--- src/rtl/isa_pkg.sv ---
// isa_pkg: shared encodings for the byte-stream instruction executor.
//   - opcode / modifier values of the 16-bit instruction [op:2][mod:6][src:4][dst:4]
//   - control FSM state encoding
//   - bit positions inside the sticky fault vector
package isa_pkg;

  localparam logic [1:0] OP_R = 2'b00;
  localparam logic [1:0] OP_M = 2'b01;

  // R-family modifiers
  localparam logic [5:0] MOD_MOV  = 6'b000000;
  localparam logic [5:0] MOD_ADD  = 6'b000001;
  localparam logic [5:0] MOD_SUB  = 6'b000010;
  localparam logic [5:0] MOD_AND  = 6'b000011;
  localparam logic [5:0] MOD_OR   = 6'b000100;
  localparam logic [5:0] MOD_XOR  = 6'b000101;
  localparam logic [5:0] MOD_ADDI = 6'b010000;
  localparam logic [5:0] MOD_MOVI = 6'b010001;

  // M-family modifiers
  localparam logic [5:0] MOD_PUSH = 6'b000010;
  localparam logic [5:0] MOD_POP  = 6'b000011;

  // Fault vector layout: {frame_err, underflow, overflow}
  localparam int unsigned FAULT_OVF = 0;
  localparam int unsigned FAULT_UDF = 1;
  localparam int unsigned FAULT_FRM = 2;

  typedef enum logic [1:0] {
    StFetchHi,
    StFetchLo,
    StPushWait,
    StPopWait
  } state_e;

endpackage

--- src/rtl/isa_alu.sv ---
// isa_alu: combinational R-family datapath.
// Ports:
//   i_mod    - 6-bit modifier field
//   i_a      - current destination register value
//   i_b      - current source register value
//   i_imm    - src field, used zero-extended by ADDI / MOVI
//   o_result - value to write into the destination register
//   o_we     - 1 when i_mod is a defined R-family operation
module isa_alu
  import isa_pkg::*;
#(
  parameter int unsigned DATA_W = 16
) (
  input  logic [5:0]        i_mod,
  input  logic [DATA_W-1:0] i_a,
  input  logic [DATA_W-1:0] i_b,
  input  logic [3:0]        i_imm,
  output logic [DATA_W-1:0] o_result,
  output logic              o_we
);

  logic [DATA_W-1:0] w_imm;
  assign w_imm = {{(DATA_W-4){1'b0}}, i_imm};

  always_comb begin
    o_result = '0;
    o_we     = 1'b1;
    case (i_mod)
      MOD_MOV:  o_result = i_b;
      MOD_ADD:  o_result = i_a + i_b;
      MOD_SUB:  o_result = i_a - i_b;
      MOD_AND:  o_result = i_a & i_b;
      MOD_OR:   o_result = i_a | i_b;
      MOD_XOR:  o_result = i_a ^ i_b;
      MOD_ADDI: o_result = i_a + w_imm;
      MOD_MOVI: o_result = w_imm;
      default:  o_we = 1'b0;
    endcase
  end

endmodule

--- src/rtl/isa_exec_core.sv ---
// isa_exec_core: assembles 16-bit instructions from a byte stream and executes them on a
// 16-entry register file, spilling PUSH/POP traffic to SDRAM via single-word bursts.
// Optional build macro: ISA_BYTE_TIMEOUT_EN enables the inter-byte timeout (frame_err).
// Ports:
//   clk, rst_n                 - clock, synchronous active-low reset
//   byte_data/valid/ready      - incoming instruction bytes (high byte first)
//   wr_burst_*                 - SDRAM write request, data, length (1), byte address
//   rd_burst_*                 - SDRAM read request, length (1), address, returned data
//   disp_value                 - contents of register DISP_REG
//   sp_out                     - stack pointer (byte address of next free slot)
//   fault                      - sticky {frame_err, underflow, overflow}
//   retired                    - wrapping count of completed instructions
module isa_exec_core
  import isa_pkg::*;
#(
  parameter int unsigned        DATA_W      = 16,
  parameter int unsigned        ADDR_W      = 24,
  parameter logic [ADDR_W-1:0]  STACK_BASE  = 24'h900010,
  parameter int unsigned        STACK_DEPTH = 64,
  parameter int unsigned        DISP_REG    = 3,
  parameter int unsigned        TIMEOUT_CYC = 200000
) (
  input  logic              clk,
  input  logic              rst_n,
  input  logic [7:0]        byte_data,
  input  logic              byte_valid,
  output logic              byte_ready,
  output logic              wr_burst_req,
  output logic [DATA_W-1:0] wr_burst_data,
  output logic [9:0]        wr_burst_len,
  output logic [ADDR_W-1:0] wr_burst_addr,
  input  logic              wr_burst_data_req,
  input  logic              wr_burst_finish,
  output logic              rd_burst_req,
  output logic [9:0]        rd_burst_len,
  output logic [ADDR_W-1:0] rd_burst_addr,
  input  logic [DATA_W-1:0] rd_burst_data,
  input  logic              rd_burst_data_valid,
  input  logic              rd_burst_finish,
  output logic [DATA_W-1:0] disp_value,
  output logic [ADDR_W-1:0] sp_out,
  output logic [2:0]        fault,
  output logic [15:0]       retired
);

  localparam logic [ADDR_W-1:0] SP_STEP   = ADDR_W'(DATA_W / 8);
  // sp value at which the stack holds STACK_DEPTH words
  localparam logic [ADDR_W-1:0] STACK_TOP = STACK_BASE + ADDR_W'(STACK_DEPTH * (DATA_W / 8));
  localparam logic [3:0]        DISP_IDX  = 4'(DISP_REG);

  // Write data is held in r_wr_data for the whole burst, so the data request strobe
  // carries no extra information for a single-word burst.
  logic w_unused_data_req;
  assign w_unused_data_req = wr_burst_data_req;

  state_e            r_state, w_state_d;
  logic [7:0]        r_hi, w_hi_d;
  logic [DATA_W-1:0] r_regs [16];
  logic [ADDR_W-1:0] r_sp, w_sp_d;
  logic [2:0]        r_fault, w_fault_d;
  logic [15:0]       r_retired, w_retired_d;
  logic              r_wr_req, w_wr_req_d;
  logic              r_rd_req, w_rd_req_d;
  logic [ADDR_W-1:0] r_wr_addr, w_wr_addr_d;
  logic [ADDR_W-1:0] r_rd_addr, w_rd_addr_d;
  logic [DATA_W-1:0] r_wr_data, w_wr_data_d;
  logic [3:0]        r_pop_dst, w_pop_dst_d;
  logic              r_byte_ready;

  logic              w_rf_we;
  logic [3:0]        w_rf_waddr;
  logic [DATA_W-1:0] w_rf_wdata;

  // Decode fields: high byte is latched, low byte is the one being accepted now.
  logic              w_acc;
  logic [1:0]        w_op;
  logic [5:0]        w_mod;
  logic [3:0]        w_src;
  logic [3:0]        w_dst;
  logic [DATA_W-1:0] w_alu_res;
  logic              w_alu_we;
  logic              w_expire;

  assign w_acc = byte_valid & r_byte_ready;
  assign w_op  = r_hi[7:6];
  assign w_mod = r_hi[5:0];
  assign w_src = byte_data[7:4];
  assign w_dst = byte_data[3:0];

  isa_alu #(
    .DATA_W (DATA_W)
  ) u_alu (
    .i_mod    (w_mod),
    .i_a      (r_regs[w_dst]),
    .i_b      (r_regs[w_src]),
    .i_imm    (w_src),
    .o_result (w_alu_res),
    .o_we     (w_alu_we)
  );

`ifdef ISA_BYTE_TIMEOUT_EN
  logic [31:0] r_tcnt;

  // Counts cycles spent in FETCH_LO; zero on the first cycle after entry.
  always_ff @(posedge clk) begin
    if (!rst_n || r_state != StFetchLo) begin
      r_tcnt <= '0;
    end else begin
      r_tcnt <= r_tcnt + 32'd1;
    end
  end

  assign w_expire = (r_state == StFetchLo) && (r_tcnt == TIMEOUT_CYC - 1);
`else
  localparam int unsigned unused_timeout_cyc = TIMEOUT_CYC;
  assign w_expire = 1'b0;
`endif

  always_comb begin
    w_state_d   = r_state;
    w_hi_d      = r_hi;
    w_sp_d      = r_sp;
    w_fault_d   = r_fault;
    w_retired_d = r_retired;
    w_wr_req_d  = r_wr_req;
    w_rd_req_d  = r_rd_req;
    w_wr_addr_d = r_wr_addr;
    w_rd_addr_d = r_rd_addr;
    w_wr_data_d = r_wr_data;
    w_pop_dst_d = r_pop_dst;
    w_rf_we     = 1'b0;
    w_rf_waddr  = w_dst;
    w_rf_wdata  = w_alu_res;

    case (r_state)
      StFetchHi: begin
        if (w_acc) begin
          w_hi_d    = byte_data;
          w_state_d = StFetchLo;
        end
      end

      StFetchLo: begin
        if (w_acc) begin
          // Every completed instruction retires here, including faults and no-ops.
          w_retired_d = r_retired + 16'd1;
          w_state_d   = StFetchHi;
          if (w_op == OP_R) begin
            w_rf_we = w_alu_we;
          end else if (w_op == OP_M && w_mod == MOD_PUSH) begin
            if (r_sp == STACK_TOP) begin
              w_fault_d[FAULT_OVF] = 1'b1;
            end else begin
              w_wr_addr_d = r_sp;
              w_wr_data_d = r_regs[w_dst];
              w_wr_req_d  = 1'b1;
              w_sp_d      = r_sp + SP_STEP;
              w_state_d   = StPushWait;
            end
          end else if (w_op == OP_M && w_mod == MOD_POP) begin
            if (r_sp == STACK_BASE) begin
              w_fault_d[FAULT_UDF] = 1'b1;
            end else begin
              w_sp_d      = r_sp - SP_STEP;
              w_rd_addr_d = r_sp - SP_STEP;
              w_rd_req_d  = 1'b1;
              w_pop_dst_d = w_dst;
              w_state_d   = StPopWait;
            end
          end
        end else if (w_expire) begin
          // A byte arriving in the expiry cycle wins over the timeout.
          w_fault_d[FAULT_FRM] = 1'b1;
          w_state_d            = StFetchHi;
        end
      end

      StPushWait: begin
        if (wr_burst_finish) begin
          w_wr_req_d = 1'b0;
          w_state_d  = StFetchHi;
        end
      end

      StPopWait: begin
        if (rd_burst_data_valid) begin
          w_rf_we    = 1'b1;
          w_rf_waddr = r_pop_dst;
          w_rf_wdata = rd_burst_data;
        end
        if (rd_burst_finish) begin
          w_rd_req_d = 1'b0;
          w_state_d  = StFetchHi;
        end
      end

      default: w_state_d = StFetchHi;
    endcase
  end

  always_ff @(posedge clk) begin
    if (!rst_n) begin
      r_state      <= StFetchHi;
      r_hi         <= '0;
      r_sp         <= STACK_BASE;
      r_fault      <= '0;
      r_retired    <= '0;
      r_wr_req     <= 1'b0;
      r_rd_req     <= 1'b0;
      r_wr_addr    <= '0;
      r_rd_addr    <= '0;
      r_wr_data    <= '0;
      r_pop_dst    <= '0;
      r_byte_ready <= 1'b0;
      for (int i = 0; i < 16; i++) begin
        r_regs[i] <= '0;
      end
    end else begin
      r_state      <= w_state_d;
      r_hi         <= w_hi_d;
      r_sp         <= w_sp_d;
      r_fault      <= w_fault_d;
      r_retired    <= w_retired_d;
      r_wr_req     <= w_wr_req_d;
      r_rd_req     <= w_rd_req_d;
      r_wr_addr    <= w_wr_addr_d;
      r_rd_addr    <= w_rd_addr_d;
      r_wr_data    <= w_wr_data_d;
      r_pop_dst    <= w_pop_dst_d;
      // Registered so it is already high on the first cycle of a fetch state.
      r_byte_ready <= (w_state_d == StFetchHi) || (w_state_d == StFetchLo);
      if (w_rf_we) begin
        r_regs[w_rf_waddr] <= w_rf_wdata;
      end
    end
  end

  assign byte_ready    = r_byte_ready;
  assign wr_burst_req  = r_wr_req;
  assign wr_burst_data = r_wr_data;
  assign wr_burst_len  = 10'd1;
  assign wr_burst_addr = r_wr_addr;
  assign rd_burst_req  = r_rd_req;
  assign rd_burst_len  = 10'd1;
  assign rd_burst_addr = r_rd_addr;
  assign disp_value    = r_regs[DISP_IDX];
  assign sp_out        = r_sp;
  assign fault         = r_fault;
  assign retired       = r_retired;

endmodule

--- config.mk ---
export PLATFORM = sky130hd
export DESIGN_NAME = isa_exec_core
export DESIGN_NICKNAME = d
export VERILOG_FILES = /design/src/rtl/isa_pkg.sv /design/src/rtl/isa_alu.sv /design/src/rtl/isa_exec_core.sv
export SDC_FILE = /design/constraint.sdc
export NUM_CORES = 1
export LEC_CHECK = 0
export BUFFER_PORTS_ARGS = -buffer_cell sky130_fd_sc_hd__buf_2
export CAP_MARGIN = 20
export CORE_ASPECT_RATIO = 1.1
export CORE_MARGIN = 4
export CORE_UTILIZATION = 40
export CTS_CLUSTER_SIZE = 20
export DETAILED_ROUTE_END_ITERATION = 8
export HOLD_SLACK_MARGIN = 0.06
export PLACE_DENSITY = 0.63
export SLEW_MARGIN = 20
export SYNTH_ARGS = -nofsm -noshare
export SYNTH_HDL_FRONTEND = slang
export SYNTH_SLANG_ARGS = --single-unit
export TNS_END_PERCENT = 20
--- constraint.sdc ---
create_clock -name clk -period 5.9 [get_ports clk]
set_clock_uncertainty 0.05 [all_clocks]
set_input_delay 0.885 -clock clk [delete_from_list [all_inputs] [get_ports clk]]
set_output_delay 0.885 -clock clk [all_outputs]
set_load 0.05 [all_outputs]
======== Yosys cells after proc, flatten, opt, wreduce, memory -nomap -nowiden ========
Memory sizes are Yosys's and may differ from the RTL's.
Index checks and enable logic that the tools add are counted.
word-level totals
  memory bits (writable) .................. 256
  word-level logic and storage cells ...... 118
  input bits .............................. 31
  register bits after elaboration ......... 123
  output and inout port bits .............. 146
  memories ................................ 1
operators by class
  equal/unequal tests ..................... 25
  reduce and logical (&&, ||, !) cells .... 21
  bitwise operators ....................... 8
  multiplexer cells ....................... 44
  add/subtract/negate cells ............... 6
memories
  name    words  bits a word  read ports  clocked after memory_dff  wr ports  RTL line             text
  r_regs  16     16           3           0                         16        isa_exec_core.sv:58  logic [DATA_W-1:0] r_regs [16];
operator list
  kind                                                                  count
  16-bit one-hot mux with 8 select lines                                1
  24-bit 2-to-1 mux                                                     4
  24-bit == test, second input constant                                 2
  16-bit 2-to-1 mux                                                     3
  24-bit by 2-bit adder with 24-bit output, second input constant       1
  6-bit AND reduction                                                   4
  24-bit by 2-bit subtractor with 24-bit output, second input constant  1
  2-bit != test, second input constant                                  11
  1-bit 2-to-1 mux                                                      20
  2-bit 2-to-1 mux                                                      9
  16-bit by 1-bit adder with 16-bit output, second input constant       1
  16-bit adder                                                          1
  16-bit by 4-bit adder with 16-bit output                              1
  16-bit AND                                                            1
  16-bit OR                                                             1
  16-bit OR reduction                                                   1
  16-bit subtractor                                                     1
  16-bit XOR                                                            1
  6-bit by 2-bit == test with 1-bit output, second input constant       2
  6-bit by 3-bit == test with 1-bit output, second input constant       2
  6-bit by 5-bit == test with 1-bit output, second input constant       2
  4-bit 2-to-1 mux                                                      3
  5-bit AND reduction                                                   2
  2-bit one-hot mux with 4 select lines                                 1
  14 further kinds                                                      28

======== Logic depth before layout (Yosys ltp) ========
  word-level depth ........................ 11
  depth in mapped cells ................... 24

======== Cells and area by module ========
Synthesis repeated with hierarchy kept, for this count alone.
unflattened totals
  cells, all modules ...................... 1900
  area total of the unflattened synthesis .. 21192.8 um^2
modules (own cells, without submodules)
  module         seq. area each (um^2)  area each (um^2)  cells each  times used
  isa_exec_core  10089.7                18895.6           1554        1
  isa_alu        0.0                    2297.2            346         1

======== Worst setup path after synthesis ========
OpenSTA, ideal clock, no wires.
  path type ............................... input -> register
  start point ............................. in byte_data[0]
  end point ............................... mem r_regs[10][12] (data pin)
  stages on the path ...................... 14
  arrival ................................. 5256 ps
  setup slack ............................. 324 ps
  setup time .............................. 270 ps
  cell sequence ........................... clkbuf_1 buf_2 buf_1 mux4_2 mux4_2 ha_1 o21ai_0 a21boi_0 o21ai_0 a211oi_1 o21ai_0 a41oi_1 clkbuf_1 a21oi_1
RTL lines
  element             RTL line             text
  start: declaration  isa_exec_core.sv:25  input logic [7:0] byte_data,
  end: declaration    isa_exec_core.sv:58

==> metrics.md <==
| Metric | Value |
|---|---|
| Largest net degree at the start of global routing | 101 |
| Area delta synth->final | 13.87% |
| DRC | 0 |
| Clk Latency, worst-skew pair | 0.59 ns |
| Achievable Freq | 180.4 MHz |
| Max-slew headroom | 20.18% |
| Total GRT Usage | 23.28% |
| Asr flop ratio synth | 0% |
| Worst vdd ir | 0.1500 mV |
| Worst Path Buf+Inv | 5 |
| Critical Path Most Common Cell | buf_4 |
| DP Wirelength | 45.84 mm |
| RSZ-0062 raised after global routing | false |
| Initial core utilization | 40.55% |
| Top sig layer | met5 |
| Boundary Pins | 177 |
| Sw frac | 28.30% |
| Final ANT Viol Nets | 0 |
| Fillers | 4799 |
| Final nets | 2148 |
| Number of synthesized flops with an enable pin | 256 |
| Drt pass-1 iters | 5 |
| Met2 wire length | 33.51 mm |
| Worst Hold Class | reg -> reg |
| Max-cap viol count | 0 |
| Final setup vio count | 0 |
| Tightest Pin Transition | 1.194 ns |
| Drt initial violations | 2228 |
| Final Critical Period | 5.545 ns |
| Hold WS | 0.3960 ns |
| CTS tree | built |
| Critical-path top delay cell | buf_2 |
| Yosys Warn Count | 0 |
| Top delay family on crit path | compound AO/OA/AOI/OAI gates |
| Yosys cell types | 87 |
| CTS resizes | 0 |
| H-Tree Depth | 2 |
| Tot Pwr | 0.006614 W |
| Fin. max-slew vios | 0 |
| Sequential share of power | 44.0% |
| Syn_area_per_cell | 11.09 um2 |
| Most frequent cells in the layout | 256 x edfxtp_1, 255 x nor2_1, 200 x nand2_1 |
| Sequential element share of the synthesized area | 47.27% |
| Inserted Clock Buffers | 41 |
| Lkg Pwr | 9.292 nW |
| Max FO, Critical Path | 17 |
| Clock share of power | 38.8% |
| M1 WL | 25.71 mm |
| Register clock-pin slew on the reported worst setup and hold paths | 0.06 ns |
| Critical path's largest stage delay | 0.46 ns |
| Synthesis-stage register bit count | 376 |
| CP Capture Type | flop |
| Post-Syn Area | 21340 um2 |
| Post-CTS Hold Buffers | 0 |
| CP startpoint kind | input port |
| Met3 wire length | 6.428 mm |
| Outcome | finished clean |
| Dpl cells | 2695 |
| CP Class | in -> reg |
| Internal Pwr Total | 0.004742 W |
| Chip width | 228.2 um |
| Global-route wire length before repair | 102.2 mm |
| Top_reg_cell synth | edfxtp_1 |
| Port Buffers | 151 |
| WL/cell | 24.71 um |
| Critical-path cell list | buf_2 > buf_4 > mux4_2 > a22oi_1 > nand2_1 > nor3_1 > nand2_1 > o41ai_1 > buf_4 > nand3_1 > o21ai_0 > ha_1 > a211o_1 > o211ai_1 > a211oi_1 > a41oi_1 > buf_4 > xnor2_1 > nor2_1 > o31ai_4 > buf_12 > nor3_2 |
| Core region area | 52630 um2 |
| Vias per std cell | 6.058 |
| Post-CTS Setup Inserts | 0 |
| Max clock buf depth | 3 |
| Root Driver | clkbuf_16 |
| Routed WL | 68.61 mm |
| Pwr dens | 272.1 nW/um2 |
| CP arrival | 5.77 ns |
| Net switching power | 0.001872 W |
| Leading cell type in the layout, fill and taps excluded | edfxtp_1 |
| Post-Syn Instances | 1925 |
| Fin. Hold Viols | 0 |
| Non-filler instance count after layout | 2777 |
| Final period util | 93.98% |
| Vias | 16.82k |
| Share of layout cells above drive strength 1 | 23.70% |
| Die Ht | 250.3 um |
| GRT overflow | 0 |
| Critical Path RT | 6.12 ns |
| Core Rows | 88 |
| Combinational group share of total power | 17.2% |
| Initial antenna violation count | 5 |
| Die area | 57120 um2 |
| Sink Count | 376 |
| GPL Wtd Cong | 0.9272 |
| Number of global-route vias before repair | 16.46k |
-- path summary, 6_finish.rpt --
path	from	end	slack, ns	cells past startpoint
worst max-delay path	byte_data[5]	r_regs[15][15]$_SDFFCE_PN0P_	0.36	22
worst min-delay path	wr_burst_addr[12]$_SDFFE_PN0P_	wr_burst_addr[12]$_SDFFE_PN0P_	0.40	2
worst max register to register	r_regs[3][0]$_SDFFCE_PN0P_	r_regs[15][15]$_SDFFCE_PN0P_	0.65	22
worst min register to register	wr_burst_addr[12]$_SDFFE_PN0P_	wr_burst_addr[12]$_SDFFE_PN0P_	0.40	2
-- synth_stat cells, types with 40 or more instances --
library cell	instances	share of area, %
edfxtp_1	256	36
nor2_1	255	4.5
nand2_1	200	3.5
mux4_2	137	14
dfxtp_1	120	11
clkbuf_1	111	2.0
a21oi_1	90	2.1
nor3_1	75	1.8
o21ai_0	53	1.2
ha_1	52	3.0
inv_1	44	0.77
nand3_1	40	0.94
-- final cells by class --
| cell class | count | area [um2] | share of cell area [%] |
|---|---|---|---|
| clock inverters | 23 | 222.7 | 0.9164 |
| repair buffers | 252 | 1569 | 6.456 |
| multi-input cells | 1347 | 10300 | 42.38 |
| inverters | 46 | 172.7 | 0.7105 |
| clock buffers | 53 | 1094 | 4.500 |
| well taps | 675 | 844.6 | 3.475 |
| flip-flops and latches | 376 | 10090 | 41.52 |
| diodes | 5 | 12.51 | 0.05148 |
-- per-layer routing --
layer  up-vias  track usage (%)
li1       7372                -
met1      8314            29.47
met2       940            39.70
met3       190            4.106
met4         6            9.484
met5         -                0
-- through the flow --
| step | area [um2] | utilization [%] | setup TNS [ns] | setup WS [ns] |
|---|---|---|---|---|
| floorplan | 21430 | - | 0 | 0.3240 |
| global placement | 22960 | 43.62 | -0.4849 | -0.05048 |
| global route | 24290 | 46.16 | 0 | 0.1058 |
| CTS | 24270 | 46.12 | 0 | 0.4723 |
| finish | 24300 | 46.18 | 0 | 0.3553 |
| detailed placement | 22960 | 43.62 | -1.346 | -0.1061 |
-- power groups by stage --
stage | clock network [W] | logic [W] | registers (W)
3_5_place_dp | 0 | 0.00111 | 0.00297
6_report | 0.00256 | 0.00114 | 0.00291
2_1_floorplan | 0 | 0.000757 | 0.00296
3_3_place_gp | 0 | 0.00110 | 0.00296
5_1_grt | 0.00270 | 0.00122 | 0.00292
4_1_cts | 0.00259 | 0.00112 | 0.00291
-- kinds of logic after synthesis --
family          share of synthesized area, %
compound gates                         10.04
xor+xnor                               2.298
fa+ha+maj                              3.142
buf+inv                                4.942
flops                                  47.27
mux                                    16.29
other cells                          0.03519
simple gates                           15.98
-- worst register-to-register path, cell delays in order (launching register included) --
cell and delay (ns):
edfxtp_1 0.53, mux4_2 0.54, a22oi_1 0.23, nand2_2 0.08, inv_1 0.10, ha_1 0.16
inv_1 0.06, or2_2 0.34, o41ai_1 0.50, buf_4 0.19, nand3_1 0.08, o21ai_0 0.14
ha_1 0.28, a211o_1 0.31, o211ai_1 0.10, a211oi_1 0.09, a41oi_1 0.26, buf_4 0.19
xnor2_1 0.12, nor2_1 0.09, o31ai_4 0.26, buf_12 0.20, nor3_2 0.07
-- sequential cells by signal (all words and copies together), names as in the netlist --
| register | cells |
|---|---|
| r_state | 2 |
| fault | 2 |
| byte_ready | 1 |
| retired | 16 |
| rd_burst_addr | 23 |
| wr_burst_req | 1 |
| wr_burst_data | 16 |
| rd_burst_req | 1 |
| r_pop_dst | 4 |
| r_hi | 8 |
| wr_burst_addr | 23 |
| sp_out | 23 |
| r_regs | 256 |
No activity file was read; power rests on OpenSTA's default activity.
